**config.mk**
```make
export PLATFORM = sky130hd
export DESIGN_NAME = bch_encode_stream
export DESIGN_NICKNAME = d
export VERILOG_FILES = /design/src/rtl/bch_stream_pkg.sv /design/src/rtl/bch_lfsr_step.sv /design/src/rtl/bch_encode_stream.sv
export SDC_FILE = /design/constraint.sdc
export NUM_CORES = 1
export LEC_CHECK = 0
export ABC_AREA = 1
export CAP_MARGIN = 20
export CORE_MARGIN = 10
export CORE_UTILIZATION = 30
export DETAILED_ROUTE_END_ITERATION = 8
export GPL_ROUTABILITY_DRIVEN = 0
export SLEW_MARGIN = 20
export SYNTH_ARGS = -nofsm -noshare
export SYNTH_HDL_FRONTEND = slang
export SYNTH_SLANG_ARGS = --single-unit
```
**constraint.sdc**
```tcl
create_clock -name clk -period 1.3 [get_ports clk]
set_input_delay 0.39 -clock clk [delete_from_list [all_inputs] [get_ports clk]]
set_output_delay 0.39 -clock clk [all_outputs]
set_load 0.02 [all_outputs]
```
**src/rtl/bch_stream_pkg.sv**
```systemverilog
// Shared types and elaboration-time helpers for the streaming BCH encoder.
package bch_stream_pkg;

  typedef enum logic [1:0] {
    IDLE = 2'd0,
    ENC  = 2'd1,
    OUT  = 2'd2
  } state_e;

  function automatic int num_words(input int k, input int bits);
    return k / bits;
  endfunction

  function automatic int cnt_width(input int k, input int bits);
    int n;
    n = k / bits;
    return (n > 1) ? $clog2(n) : 1;
  endfunction

endpackage

```
**src/rtl/bch_lfsr_step.sv**
```systemverilog
// Combinational BITS-wide parity update: folds bits_in (MSB first) into the
// division remainder by GPOLY.
module bch_lfsr_step #(
  parameter int           E     = 8,
  parameter logic [E:0]   GPOLY = 9'h1D1,
  parameter int           BITS  = 1
) (
  input  logic [E-1:0]    lfsr_in,
  input  logic [BITS-1:0] bits_in,
  output logic [E-1:0]    lfsr_out
);

  logic [E-1:0] rem;
  logic         fb;

  always_comb begin
    rem = lfsr_in;
    fb  = 1'b0;
    for (int i = BITS - 1; i >= 0; i--) begin
      fb  = bits_in[i] ^ rem[E-1];
      rem = rem << 1;
      if (fb) rem = rem ^ GPOLY[E-1:0];
    end
    lfsr_out = rem;
  end

endmodule

```
**src/rtl/bch_encode_stream.sv**
```systemverilog
// Streaming systematic BCH encoder with valid/ready on both sides.
// Define BCH_ENC_SKID_EN to add a one-entry input holding register.
module bch_encode_stream
  import bch_stream_pkg::*;
#(
  parameter int         K     = 7,
  parameter int         E     = 8,
  parameter logic [E:0] GPOLY = 9'h1D1,
  parameter int         BITS  = 1
) (
  input  logic           clk,
  input  logic           rst_n,
  input  logic [K-1:0]   data_in,
  input  logic           din_valid,
  output logic           din_ready,
  output logic [K+E-1:0] data_out,
  output logic           dout_valid,
  input  logic           dout_ready,
  output logic           busy
);

  localparam int N  = K + E;
  localparam int NW = num_words(K, BITS);
  localparam int CW = cnt_width(K, BITS);
  localparam logic [CW-1:0] CNT_LOAD = CW'(NW - 1);

  if ((K < 1) || (K % BITS != 0)) begin : g_bad_bits
    $error("bch_encode_stream: K must be >= 1 and a multiple of BITS");
  end

  state_e          state_q, state_d;
  logic [CW-1:0]   cnt_q, cnt_d;
  logic [E-1:0]    lfsr_q, lfsr_d, lfsr_nxt;
  logic [K-1:0]    shift_q, shift_d;
  logic [K-1:0]    msg_q, msg_d;
  logic [N-1:0]    dout_q, dout_d;
  logic            live_q;
  logic            accept, start;
  logic [K-1:0]    start_word;

  bch_lfsr_step #(.E(E), .GPOLY(GPOLY), .BITS(BITS)) u_step (
    .lfsr_in  (lfsr_q),
    .bits_in  (shift_q[K-1 -: BITS]),
    .lfsr_out (lfsr_nxt)
  );

`ifdef BCH_ENC_SKID_EN
  logic [K-1:0] hold_q, hold_d;
  logic         hold_full_q, hold_full_d;
  assign din_ready = live_q && !hold_full_q;
`else
  assign din_ready = live_q && (state_q == IDLE);
`endif

  assign accept     = din_valid && din_ready;
  assign dout_valid = (state_q == OUT);
  assign busy       = (state_q != IDLE);
  assign data_out   = dout_q;

  always_comb begin
    state_d    = state_q;
    cnt_d      = cnt_q;
    lfsr_d     = lfsr_q;
    shift_d    = shift_q;
    msg_d      = msg_q;
    dout_d     = dout_q;
    start      = 1'b0;
    start_word = data_in;
`ifdef BCH_ENC_SKID_EN
    hold_d      = hold_q;
    hold_full_d = hold_full_q;
`endif
    case (state_q)
      IDLE: if (accept) start = 1'b1;
      ENC: begin
        lfsr_d  = lfsr_nxt;
        shift_d = shift_q << BITS;
        if (cnt_q == '0) begin
          state_d = OUT;
          dout_d  = {msg_q, lfsr_nxt};
        end else begin
          cnt_d = cnt_q - 1'b1;
        end
      end
      OUT: begin
        if (dout_ready) begin
          state_d = IDLE;
`ifdef BCH_ENC_SKID_EN
          // Buffered word goes first; otherwise a word arriving now starts directly.
          if (hold_full_q) begin
            start       = 1'b1;
            start_word  = hold_q;
            hold_full_d = 1'b0;
          end else if (accept) begin
            start = 1'b1;
          end
`endif
        end
      end
      default: state_d = IDLE;
    endcase
`ifdef BCH_ENC_SKID_EN
    if (accept && !start) begin
      hold_d      = data_in;
      hold_full_d = 1'b1;
    end
`endif
    if (start) begin
      state_d = ENC;
      msg_d   = start_word;
      shift_d = start_word;
      lfsr_d  = '0;
      cnt_d   = CNT_LOAD;
    end
  end

  always_ff @(posedge clk or negedge rst_n) begin
    if (!rst_n) begin
      state_q <= IDLE;
      cnt_q   <= '0;
      lfsr_q  <= '0;
      shift_q <= '0;
      msg_q   <= '0;
      dout_q  <= '0;
      live_q  <= 1'b0;
    end else begin
      state_q <= state_d;
      cnt_q   <= cnt_d;
      lfsr_q  <= lfsr_d;
      shift_q <= shift_d;
      msg_q   <= msg_d;
      dout_q  <= dout_d;
      live_q  <= 1'b1;
    end
  end

`ifdef BCH_ENC_SKID_EN
  always_ff @(posedge clk or negedge rst_n) begin
    if (!rst_n) begin
      hold_q      <= '0;
      hold_full_q <= 1'b0;
    end else begin
      hold_q      <= hold_d;
      hold_full_q <= hold_full_d;
    end
  end
`endif

endmodule

```
======== Yosys cells after proc, flatten, opt, wreduce, memory -nomap -nowiden ========
Index checks and enable logic that the tools add are counted.
word-level totals
  word-level logic and storage cells ...... 39
  register bits ........................... 43
  bits of input ports ..................... 11
cells by class
  bitwise gates (word level) .............. 2
  reductions and logical operators ........ 9
  mux-type cells .......................... 14
  equal/unequal tests ..................... 6
  $add $sub $neg .......................... 1
operators with widths
  cell                                                    count
  2-to-1 mux 8 bit                                        3
  2-to-1 mux 7 bit                                        2
  2-to-1 mux 3 bit                                        3
  2-to-1 mux 2 bit                                        3
  one-hot mux 2 bit (3 select lines)                      1
  inequality test 2 bit (second input constant)           2
  NOT 4 bit                                               1
  AND reduction 2 bit                                     2
  nonzero test 2 bit                                      2
  zero test 3 bit                                         1
  inequality test 3 x 1 -> 1 bit (second input constant)  1
  inequality test 3 bit (second input constant)           1
  AND reduction 3 bit                                     1
  subtractor 3 x 1 -> 3 bit (second input constant)       1
  == test 2 x 1 -> 1 bit (second input constant)          1
  == test 2 bit (second input constant)                   1
  logical AND 1 bit                                       2
  zero test 2 bit                                         1
  2-to-1 mux 1 bit                                        2
  bitwise XOR 1 bit                                       1

======== Logic depth before layout (Yosys ltp) ========
Gate-level depths: netlist of run 1.
  depth after elaboration ................. 7
  mapped depth ............................ 8
  mapped depth without buffers ............ 8

======== By module ========
Synthesis of run 1 repeated with hierarchy kept, for this count alone.
second synthesis, totals
  cells, all modules ...................... 241
  area total of the unflattened synthesis .. 1986.9 sq um
by module, submodules not included
  module             instances  cells an instance  area each (sq um)
  bch_encode_stream  1          217                1863.0
  bch_lfsr_step      1          24                 123.9

======== Least setup slack after synthesis of run 1 ========
OpenSTA, ideal clock, no wires.
  path kind ............................... reg2out
  from .................................... register state_q[1]
  to ...................................... output din_ready
  cell stages (with the launch flop) ...... 4
  required time ........................... 910 ps
  setup slack ............................. -165 ps
  arrival time ............................ 1075 ps
  cell sequence ........................... dfrtp_1 nor2_4 inv_1 nor2_1
on the way
  cells in the longest elaborated chain, start to end .. 2
ends and longest elaborated chain
  element                 RTL line                  RTL
  from (decl)             bch_encode_stream.sv:31   state_e state_q, state_d;
  from (signal assigned)  bch_encode_stream.sv:127  state_q <= state_d;
  zero test 2 bit         bch_encode_stream.sv:52   assign din_ready = live_q && (state_q == IDLE);
  logical AND 1 bit       bch_encode_stream.sv:52
  to (decl)               bch_encode_stream.sv:15   output logic din_ready,
Every way passes these cells.

======== Final worst setup path of run 1 ========
Same ends and word-level chain as after synthesis.

==> metrics.cfg, run 1 <==
[drt]
drt_wl_total_um=4330
vias_per_cell=4.56
ant_nets=0
vias=1546
drcViolationCount=0
drt-initial-drc-count=77
drtPass1Iterations=4
wire_per_inst_um=12.8

[floorplan]
initial_core_util_pct=31.3
num_rows=28
fp.dieW_um=99.0
die_h_um=99.0
io_pins=29
die_area_sq_um=9810
core_sq_um=5990

[setup_path]
critPathCaptureType=primary output
start_kind=register
r2r-start=state_q[1]
r2r-end=data_out[6]
reg2regPathDepth=8
r2r_setup_slack_ns=-0.08
crit_fanout=3
worstSetupPathType=reg -> out
crit_arrival_ns=1.12
required_ns=0.91

[worst_hold_path]
hp-class=in -> async

[timing]
fin_ws_ns=-0.206
period_share_pct=116
final-hold-violation-count=0
clock_skew_ns=0.00991
setup_viol=14
hold_ws_ns=0.0488
fin_crit_ns=1.51
rsz0062_at_grt=yes
maxSlewViolCount=0
fmax_mhz=664

[synth]
synth_top_area_share_pct=57.4
syn_area_sq_um=1870
yosys.area.top_type=dfrtp_1
synthTopCellsByArea=dfrtp_1 (57%), nand2_1 (16%), nand3_1 (8.0%)
syn_area_per_cell_sq_um=8.88
synth_edf_count=0
yosys.cell_count.top_type=nand2_1
synth_warnings=0
ys_ff_latch=43
synth_flop_cell=dfrtp_1
async_reset_ff_share_pct=100
ys_types=20
synth_fp_nets=224
postSynthCellCount=211
ys_seq_area_share_pct=57.4
ys_top_cells_by_count=nand2_1 (78), dfrtp_1 (43), nand3_1 (30)

[status]
outcome=complete, but fails checks
violations=setup timing

[placed_design]
dpl.hpwl_um=2650
io_buffers=28

[clock_network]
cts.clk_slew.worst_paths_ns=0.08
htreeDepth=2
clk_latency_ns=0.30
clockBufferDepth=2
ctsHoldBuffers=0
numCtsBuffers=5
clock_sinks=43
cts_tree=built
root_buffer=clkbuf_8

[pwr]
design_power_total_mw=6.34
p_leak_nw=1.31
power_density_nw_per_um2=2490
ir_worst_vdd_mv=1.14

[global_routing]
antenna_found_initial=0
grt_first_pass_wirelength_um=6800
grt.overflow.total=0
grt_pass1_vias=1438
grt_start_max_net_pins=44
grt_use_total_pct=8.44

[job]
maxCapViolations=0

[finish]
fin_nets=276
drive_gt1_share_pct=34.5
diodes=0
areaGrowthSynthToFinish_pct=35.9

## final cells by class
class | count | area, sq um
Clock buffer | 5 | 68.8
Clock inverter | 3 | 20.0
Fill cell | 602 | 3440
Inverter | 19 | 78.8
Multi-Input combinational cell | 140 | 751
Sequential cell | 43 | 1080
Tap cell | 75 | 93.8
Timing Repair Buffer | 51 | 429
Timing Repair inverter | 3 | 28.8
## state kept, by name (all words and copies together), names as in the netlist
signal / cells
cnt_q: 3
data_out: 15
lfsr_q: 8
live_q: 1
msg_q: 7
shift_q: 7
state_q: 2
## worst max-delay path, stage by stage (launching register included)
cell and delay, ns:
dfrtp_2 0.45, nor2_4 0.12, inv_2 0.06, nor2_4 0.07, buf_6 0.11
## layout by cell type (no fill, tap or decap), types with 2 or more instances in the layout
| cell | synthesis | routed |
|---|---|---|
| nand2_1 | 78 | 63 |
| dfrtp_1 | 43 | 42 |
| nand3_1 | 30 | 30 |
| buf_2 | 4 | 17 |
| nand2_2 | 3 | 16 |
| inv_1 | 16 | 13 |
| buf_4 | 2 | 13 |
| buf_6 | 2 | 9 |
| clkdlybuf4s50_1 | 0 | 9 |
| o21ai_0 | 8 | 8 |
| nand4_1 | 6 | 6 |
| inv_2 | 3 | 5 |
| nor2_4 | 2 | 5 |
| o21ai_2 | 5 | 5 |
| clkbuf_8 | 0 | 5 |
| nand2_4 | 0 | 2 |
| inv_8 | 0 | 2 |
| clkinvlp_4 | 0 | 2 |
| inv_6 | 0 | 2 |
| buf_12 | 0 | 2 |
## power breakdown
group	switching [mW]	total [mW]	internal (mW)	leakage [nW]
combinational	1.88	3.21	1.33	0.724
sequential	0.353	2.28	1.93	0.545
clock	0.478	0.852	0.374	0.0402
total	2.71	6.34	3.63	1.31
## metrics by stage
step                utilization (%)  instances  instance area (sq um)  worst slack, ns  TNS, ns
floorplan                         -        211                   1880           0.0260        0
global placement               38.7        319                   2320           -0.401    -4.84
detailed placement             38.7        319                   2320           -0.404    -5.31
CTS                            39.5        330                   2370           -0.225   -0.571
global route                   42.5        339                   2550           -0.275    -3.42
finish                         42.5        339                   2550           -0.206    -1.33
## worst max-delay path by stage
stage	cells past startpoint	start	endpoint	slack [ns]
final	4	state_q[1]	din_ready	-0.21
after global routing	4	state_q[0]	din_ready	-0.27
after CTS	4	state_q[1]	din_ready	-0.22
after detailed placement	4	state_q[1]	din_ready	-0.40
after global placement	4	state_q[1]	din_ready	-0.40
after floorplan	3	state_q[1]	din_ready	0.03
## metal layers
metal	track usage, %	vias up	share of wire [%]
met2	13.4	28	49
met3	2.37	10	4.0
li1	-	776	-
met4	4.30	0	2.5
met1	10.1	732	44
met5	0	-	0
## cells by family after synthesis
family / synth area share [%]
compound gates: 4.87
fa+ha+maj: 1.33
buf+inv: 7.08
flops: 57.4
other cells: 0.200
simple gates: 29.1
## repair_timing
| item | in CTS | in global routing |
|---|---|---|
| buffers inserted | 3 | 5 |
| cloned | 0 | 4 |
| pin swaps | 3 | 15 |
| resized for setup | 81 | 42 |
| endpoints found under the setup margin | 37 | 38 |
Note: power is estimated with default switching activity, not from simulation.
==> run 2: changes to the inputs <==
--- a/config.mk
+++ b/config.mk
@@ -9,8 +9,10 @@
 export CAP_MARGIN = 20
 export CORE_MARGIN = 10
 export CORE_UTILIZATION = 30
+export CTS_BUF_LIST = sky130_fd_sc_hd__clkbuf_16
 export DETAILED_ROUTE_END_ITERATION = 8
 export GPL_ROUTABILITY_DRIVEN = 0
+export PLACE_DENSITY = 0.52
 export SLEW_MARGIN = 20
 export SYNTH_ARGS = -nofsm -noshare
 export SYNTH_HDL_FRONTEND = slang
==> run 2 against run 1 <==
Sequential power hardly changed. Highest routed layer unchanged. The run still ends with setup timing left. Largest cell class unchanged. Largest power group unchanged. Power rose by 0.53%. Wire length fell by 5.2%. Critical path type unchanged. Die area is the same. Combinational power fell by 9.0%. Via count decreased by 3.7%. Global-route usage decreased by 0.086 points. Clock skew fell by 0.0054 ns. Flip-flop and latch count stayed put. Sequential share of layout area grew 1.2 points. Worst setup slack improved by 0.034 ns.
==> metrics.cfg, run 2 (same netlist as run 1, synthesis figures left out) <==
[clock_network]
clk_latency_ns=0.28  ; was 0.30 ns
clock_sinks=43  ; unchanged
htreeDepth=2  ; unchanged
clockBufferDepth=2  ; unchanged
cts_tree=built  ; unchanged
cts.clk_slew.worst_paths_ns=0.06  ; was 0.08 ns
root_buffer=clkbuf_16  ; was clkbuf_8
ctsHoldBuffers=0  ; unchanged
numCtsBuffers=5  ; unchanged

[timing]
tns_ns=-0.505  ; was -1.33 ns
clock_skew_ns=0.00450  ; was 0.00991 ns
setup_viol=7  ; was 14
fin_crit_ns=1.47  ; was 1.51 ns
final-hold-violation-count=0  ; unchanged
fin_ws_ns=-0.171  ; was -0.206 ns
period_share_pct=113  ; was 116%
rsz0062_at_grt=yes  ; unchanged
maxSlewViolCount=0  ; unchanged
fmax_mhz=680  ; was 664 MHz

[setup_path]
worstSetupPathType=reg -> out  ; unchanged
crit_fanout=3  ; unchanged
critPathCaptureType=primary output  ; unchanged
r2r_setup_slack_ns=-0.01  ; was -0.08 ns
start_kind=register  ; unchanged
r2r-start=state_q[0]  ; was state_q[1]
reg2regPathDepth=7  ; was 8
r2r-end=data_out[0]  ; was data_out[6]
crit_arrival_ns=1.08  ; was 1.12 ns
required_ns=0.91  ; about the same

[finish]
diodes=0  ; unchanged
areaGrowthSynthToFinish_pct=32.4  ; was 35.9%
final_design_area_no_fill_sq_um=2480  ; was 2550 sq um
final_common_cell=nand2_1  ; unchanged
fillers=604  ; was 602
drive_gt1_share_pct=26.6  ; was 34.5%
largest_reg_flops=15  ; unchanged
fin_nets=271  ; was 276
mostFrequentLayoutCells=nand2_1 (77), dfrtp_1 (41), nand3_1 (30)  ; was nand2_1 (63), dfrtp_1 (42), nand3_1 (30)
utilization_pct=41.4  ; was 42.5%
fin_cells=334  ; was 339

[pwr]
ir_worst_vdd_mv=1.13  ; was 1.14 mV
p_leak_nw=1.30  ; was 1.31 nW
power_density_nw_per_um2=2570  ; was 2490 nW/um^2

[drt]
wire_per_inst_um=12.3  ; was 12.8 um
drcViolationCount=0  ; unchanged
drtPass1Iterations=4  ; unchanged
ant_nets=0  ; unchanged
vias_per_cell=4.46  ; was 4.56
drt_wl_total_um=4100  ; was 4330 um
drt-initial-drc-count=76  ; was 77
vias=1489  ; was 1546

[global_routing]
grt-busiest-layer=met2  ; unchanged
grt.overflow.total=0  ; unchanged
grt_first_pass_wirelength_um=6740  ; was 6800 um
met2_usage_pct=13.5  ; was 13.4%
grtUsageMet1_pct=9.84  ; was 10.1%
grt_pass1_vias=1482  ; was 1438
grt_start_max_net_pins=44  ; unchanged
antenna_found_initial=0  ; unchanged
grt_util_met3_pct=1.89  ; was 2.37%
grt_use_total_pct=8.35  ; was 8.44%

[floorplan]
num_rows=28  ; unchanged
io_pins=29  ; unchanged
fp.dieW_um=99.0  ; unchanged
initial_core_util_pct=31.3  ; unchanged
die_area_sq_um=9810  ; unchanged
die_h_um=99.0  ; unchanged
core_sq_um=5990  ; unchanged

[placed_design]
placed_area_sq_um=2330  ; was 2320 sq um
dpl.hpwl_um=2750  ; was 2650 um
io_buffers=28  ; unchanged
dp_cells=321  ; was 319

[status]
outcome=complete, but fails checks  ; unchanged
violations=setup timing  ; unchanged

[worst_hold_path]
hp-class=in -> async  ; unchanged

[job]
maxCapViolations=0  ; unchanged

==> run 2: critical path, cell delays in order, from the launching register on <==
cell     delay (ns)
dfrtp_2        0.43
nor2_4         0.13
inv_2          0.06
nor2_4         0.07
buf_6          0.12
==> run 2: power breakdown <==
part	switching, mW	total [mW]	internal (mW)
combinational	1.72	2.92	1.20
sequential	0.328	2.26	1.93
clock	0.495	1.19	0.700
total	2.54	6.38	3.83
==> run 2: cell type report <==
| cell class | count | area [sq um] | share of cell area, % |
|---|---|---|---|
| sequential | 43 | 1080 | 43.5 |
| clock buffer | 5 | 125 | 5.04 |
| tap | 75 | 93.8 | 3.78 |
| timing repair buffer | 49 | 395 | 15.9 |
| clock inverter | 3 | 16.3 | 0.656 |
| inverter | 19 | 78.8 | 3.18 |
| multi-input combinational | 140 | 693 | 27.9 |
==> run 2: layer usage <==
metal | routed length [um] | part of all wire, %
met2 | 1890 | 46
met4 | 96 | 2.3
met1 | 1980 | 48
met3 | 135 | 3.3
met5 | 0 | 0
==> run 2: what timing repair did <==
action / in CTS / in global routing
pin swaps: 1 / 1
endpoints found under the hold margin: 0 / 0
setup buffers: 1 / 3
resized for setup: 78 / 17
endpoints found under the setup margin: 35 / 35
gates cloned: 0 / 1
==> run 2: metrics by stage <==
stage / power (mW) / setup slack [ns] / hold WS (ns)
final: 6.38 / -0.171 / 0.0694
after detailed placement: 5.21 / -0.401 / 0.386
after global routing: 6.94 / -0.213 / 0.0956
after floorplan: 4.08 / 0.0260 / 0.0944
after CTS: 6.26 / -0.199 / 0.0812
after global placement: 5.16 / -0.399 / 0.390
==> run 2: how the worst max path moves through the flow <==
stage                           from        end  cells past startpoint
final                     state_q[0]  din_ready                      4
after global routing      state_q[0]  din_ready                      4
after CTS                 state_q[0]  din_ready                      4
after detailed placement  state_q[1]  din_ready                      4
after global placement    state_q[1]  din_ready                      4
after floorplan           state_q[1]  din_ready                      3
==> run 3: changes to the inputs <==
--- a/config.mk
+++ b/config.mk
@@ -5,7 +5,6 @@
 export SDC_FILE = /design/constraint.sdc
 export NUM_CORES = 1
 export LEC_CHECK = 0
-export ABC_AREA = 1
 export CAP_MARGIN = 20
 export CORE_MARGIN = 10
 export CORE_UTILIZATION = 30
==> run 3 against run 2 <==
The flow still finishes with violations (setup timing). Combinational power rose by 8.9%. Non-clock buffer count rose by 10. Fmax fell by 4.0%. Flip-flop and latch count did not move. Clock-buffer cell count did not move. Clock skew fell by 0.0013 ns. Register-to-register slack got worse by 0.22 ns. Utilization rose by 2.8 points. Synthesized cell count fell by 33%. Wire length fell by 2.2%. Cell count fell by 18%.
==> metrics.cfg, run 3 <==
[setup_path]
crit_top_cell=buf_6  ; was nor2_4
cp_top_family=flip-flops  ; unchanged
critPathCaptureType=primary output  ; unchanged
crit_arrival_ns=1.14  ; was 1.08 ns
start_kind=register  ; unchanged
crit_cells=4  ; unchanged
r2r-start=state_q[1]  ; was state_q[0]
startpoint=state_q[0]  ; unchanged
reg2regPathDepth=5  ; was 7
r2r-end=msg_q[2]  ; was data_out[0]
cp_cell_sequence=buf_6 > nand2b_1 > inv_1 > buf_6  ; was nor2_4 > inv_2 > nor2_4 > buf_6
crit_buf_inv=3  ; was 2
required_ns=0.91  ; about the same
crit_fanout=5  ; was 3
slowest_delay_ns=0.38  ; was 0.43 ns
r2r_setup_slack_ns=-0.23  ; was -0.01 ns
worstSetupPathType=reg -> out  ; unchanged
critical_path.slowest_cell=dfrtp_1  ; was dfrtp_2
cp-endpoint=dout_valid  ; was din_ready

[placed_design]
dp_cells=256  ; was 321
dpl.hpwl_um=2750  ; about the same
io_buffers=28  ; unchanged

[drt]
vias_per_cell=4.60  ; was 4.46
drtPass1Iterations=4  ; unchanged
ant_nets=0  ; unchanged
vias=1264  ; was 1489
drt_wl_total_um=4010  ; was 4100 um
wire_per_inst_um=14.6  ; was 12.3 um
drcViolationCount=0  ; unchanged
drt-initial-drc-count=46  ; was 76

[synth]
syn_area_per_cell_sq_um=12.8  ; was 8.88 sq um
synth_fp_nets=155  ; was 224
synth_flop_cell=dfrtp_1  ; unchanged
ys_ff_latch=43  ; unchanged
synth-simple-area-share_pct=7.69  ; was 29.1%
syn_area_sq_um=1820  ; was 1870 sq um
synthXorXnorAreaFrac_pct=2.88  ; was 0%
postSynthCellCount=142  ; was 211
synth_top_family_by_area=compound AO/OA/AOI/OAI gates  ; was simple AND/OR/NAND/NOR gates
async_reset_ff_share_pct=100  ; unchanged
synthTopCellsByArea=dfrtp_1 (59%), mux2_1 (6.2%), mux2_2 (5.6%)  ; was dfrtp_1 (57%), nand2_1 (16%), nand3_1 (8.0%)
yosys.cell_count.top_type=dfrtp_1  ; was nand2_1
synth_compound_area_share_pct=11.9  ; was 4.87%
yosys.area.top_type=dfrtp_1  ; unchanged
synth_edf_count=0  ; unchanged
ys_top_cells_by_count=dfrtp_1 (43), nand2_1 (14), mux2_1 (10)  ; was nand2_1 (78), dfrtp_1 (43), nand3_1 (30)
ys_seq_area_share_pct=59.0  ; was 57.4%
synth_fa_ha_area_share_pct=1.37  ; was 1.34%
synth_top_area_share_pct=59.0  ; was 57.4%
synth_warnings=0  ; unchanged
ys_types=33  ; was 20
synthMuxAreaShare_pct=11.7  ; was 0%

[status]
outcome=complete, but fails checks  ; unchanged
violations=setup timing  ; unchanged

[timing]
maxSlewViolCount=0  ; unchanged
final-hold-violation-count=0  ; unchanged
tns_ns=-6.66  ; was -0.505 ns
hold_ws_ns=0.472  ; was 0.0694 ns
period_share_pct=118  ; was 113%
fin_crit_ns=1.53  ; was 1.47 ns
fmax_mhz=653  ; was 680 MHz
fin_ws_ns=-0.232  ; was -0.171 ns
clock_skew_ns=0.00315  ; was 0.00450 ns
setup_viol=45  ; was 7
rsz0062_at_grt=yes  ; unchanged

[clock_network]
clk_latency_ns=0.28  ; about the same
root_buffer=clkbuf_16  ; unchanged
cts_tree=built  ; unchanged
cts.clk_slew.worst_paths_ns=0.06  ; about the same
numCtsBuffers=5  ; unchanged
clockBufferDepth=2  ; unchanged
htreeDepth=2  ; unchanged
clock_sinks=43  ; unchanged

[floorplan]
die_area_sq_um=9590  ; was 9810 sq um
initial_core_util_pct=30.8  ; was 31.3%
num_rows=28  ; unchanged
die_h_um=98.0  ; was 99.0 um
core_sq_um=5920  ; was 5990 sq um
fp.dieW_um=98.0  ; was 99.0 um
io_pins=29  ; unchanged

[finish]
largest_reg_flops=15  ; unchanged
final_common_cell=dfrtp_1  ; was nand2_1
drive_gt1_share_pct=44.5  ; was 26.6%
fin_cells=275  ; was 334
areaGrowthSynthToFinish_pct=43.5  ; was 32.4%
diodes=0  ; unchanged
fin_nets=212  ; was 271
mostFrequentLayoutCells=dfrtp_1 (43), buf_4 (20), buf_2 (16)  ; was nand2_1 (77), dfrtp_1 (41), nand3_1 (30)

[job]
maxCapViolations=0  ; unchanged

[global_routing]
grt_pass1_vias=1384  ; was 1482
grt.overflow.total=0  ; unchanged
antenna_found_initial=0  ; unchanged
grt_first_pass_wirelength_um=6830  ; was 6740 um
grt_start_max_net_pins=34  ; was 44
grt_use_total_pct=8.66  ; was 8.35%

[pwr]
ir_worst_vdd_mv=0.990  ; was 1.13 mV
p_leak_nw=1.29  ; was 1.30 nW
power_density_nw_per_um2=2550  ; was 2570 nW/um^2

[worst_hold_path]
whs_path_depth=2
hp-start=data_out[0]
hp-class=reg -> reg  ; was in -> async

[run 3: cell families (layout without fill, tap and decap cells)]
kind of cell | after synthesis | after routing
buffers and inverters | 13 | 71
AOI/OAI and AO/OA | 31 | 31
other | 1 | 1
muxes | 19 | 19
xor gates and xnor gates | 6 | 6
and+or+nand+nor | 27 | 27
adders and majority gates | 2 | 2
DFF | 43 | 43
[run 3: cell type report]
cell class | count | area (sq um)
well taps | 75 | 93.8
repair buffers | 59 | 514
flip-flops and latches | 43 | 1080
clock buffers | 5 | 125
clock inverters | 3 | 11.3
inverters | 4 | 15.0
fillers | 529 | 3300
multi-input cells | 86 | 781
[run 3: metrics by stage]
| step | area (sq um) | setup slack [ns] | power [mW] | utilization (%) |
|---|---|---|---|---|
| floorplan | 1880 | -0.108 | 4.19 | - |
| global route | 2620 | -0.293 | 7.15 | 44.2 |
| CTS | 2510 | -0.249 | 6.48 | 42.4 |
| finish | 2620 | -0.232 | 6.66 | 44.2 |
| global placement | 2360 | -0.488 | 5.23 | 39.8 |
| detailed placement | 2360 | -0.499 | 5.33 | 39.8 |
[run 3: what timing repair did]
item,4_1_cts,5_1_grt
gates resized for setup,85,20
buffers inserted,5,3
hold endpoints to repair,10,0
endpoints found under the setup margin,59,44
cloned,1,1
hold buffers,1,0
pin swaps,2,11
[run 3: worst min path at each step]
stage             endpoint  slack (ns)
2_1_floorplan     cnt_q[0]        0.09
3_3_place_gp    state_q[1]        0.29
3_5_place_dp    state_q[1]        0.29
4_1_cts        data_out[0]        0.48
5_1_grt         shift_q[4]        0.51
6_report       data_out[0]        0.47
[run 3: where the power goes]
part           switching (mW)  leakage, nW  internal, mW
sequential              0.360        0.535          1.94
combinational            1.49        0.681          1.70
clock                   0.482       0.0701         0.691
total                    2.33         1.29          4.33
[run 3: worst min-delay path: cells and delay by family, from the launching register on]
kind / cells / cell delay (ns)
flip-flops: 1 / 0.33
AND/OR/NAND/NOR: 1 / 0.05
AO/OA/AOI/OAI: 1 / 0.05
[run 3: layer usage]
metal | GRT usage, % | vias to the layer above | wire, um
met5 | 0 | - | 0
met4 | 2.68 | 0 | 48
met3 | 3.81 | 6 | 207
met2 | 14.1 | 26 | 1910
met1 | 10.0 | 625 | 1850
li1 | - | 607 | -
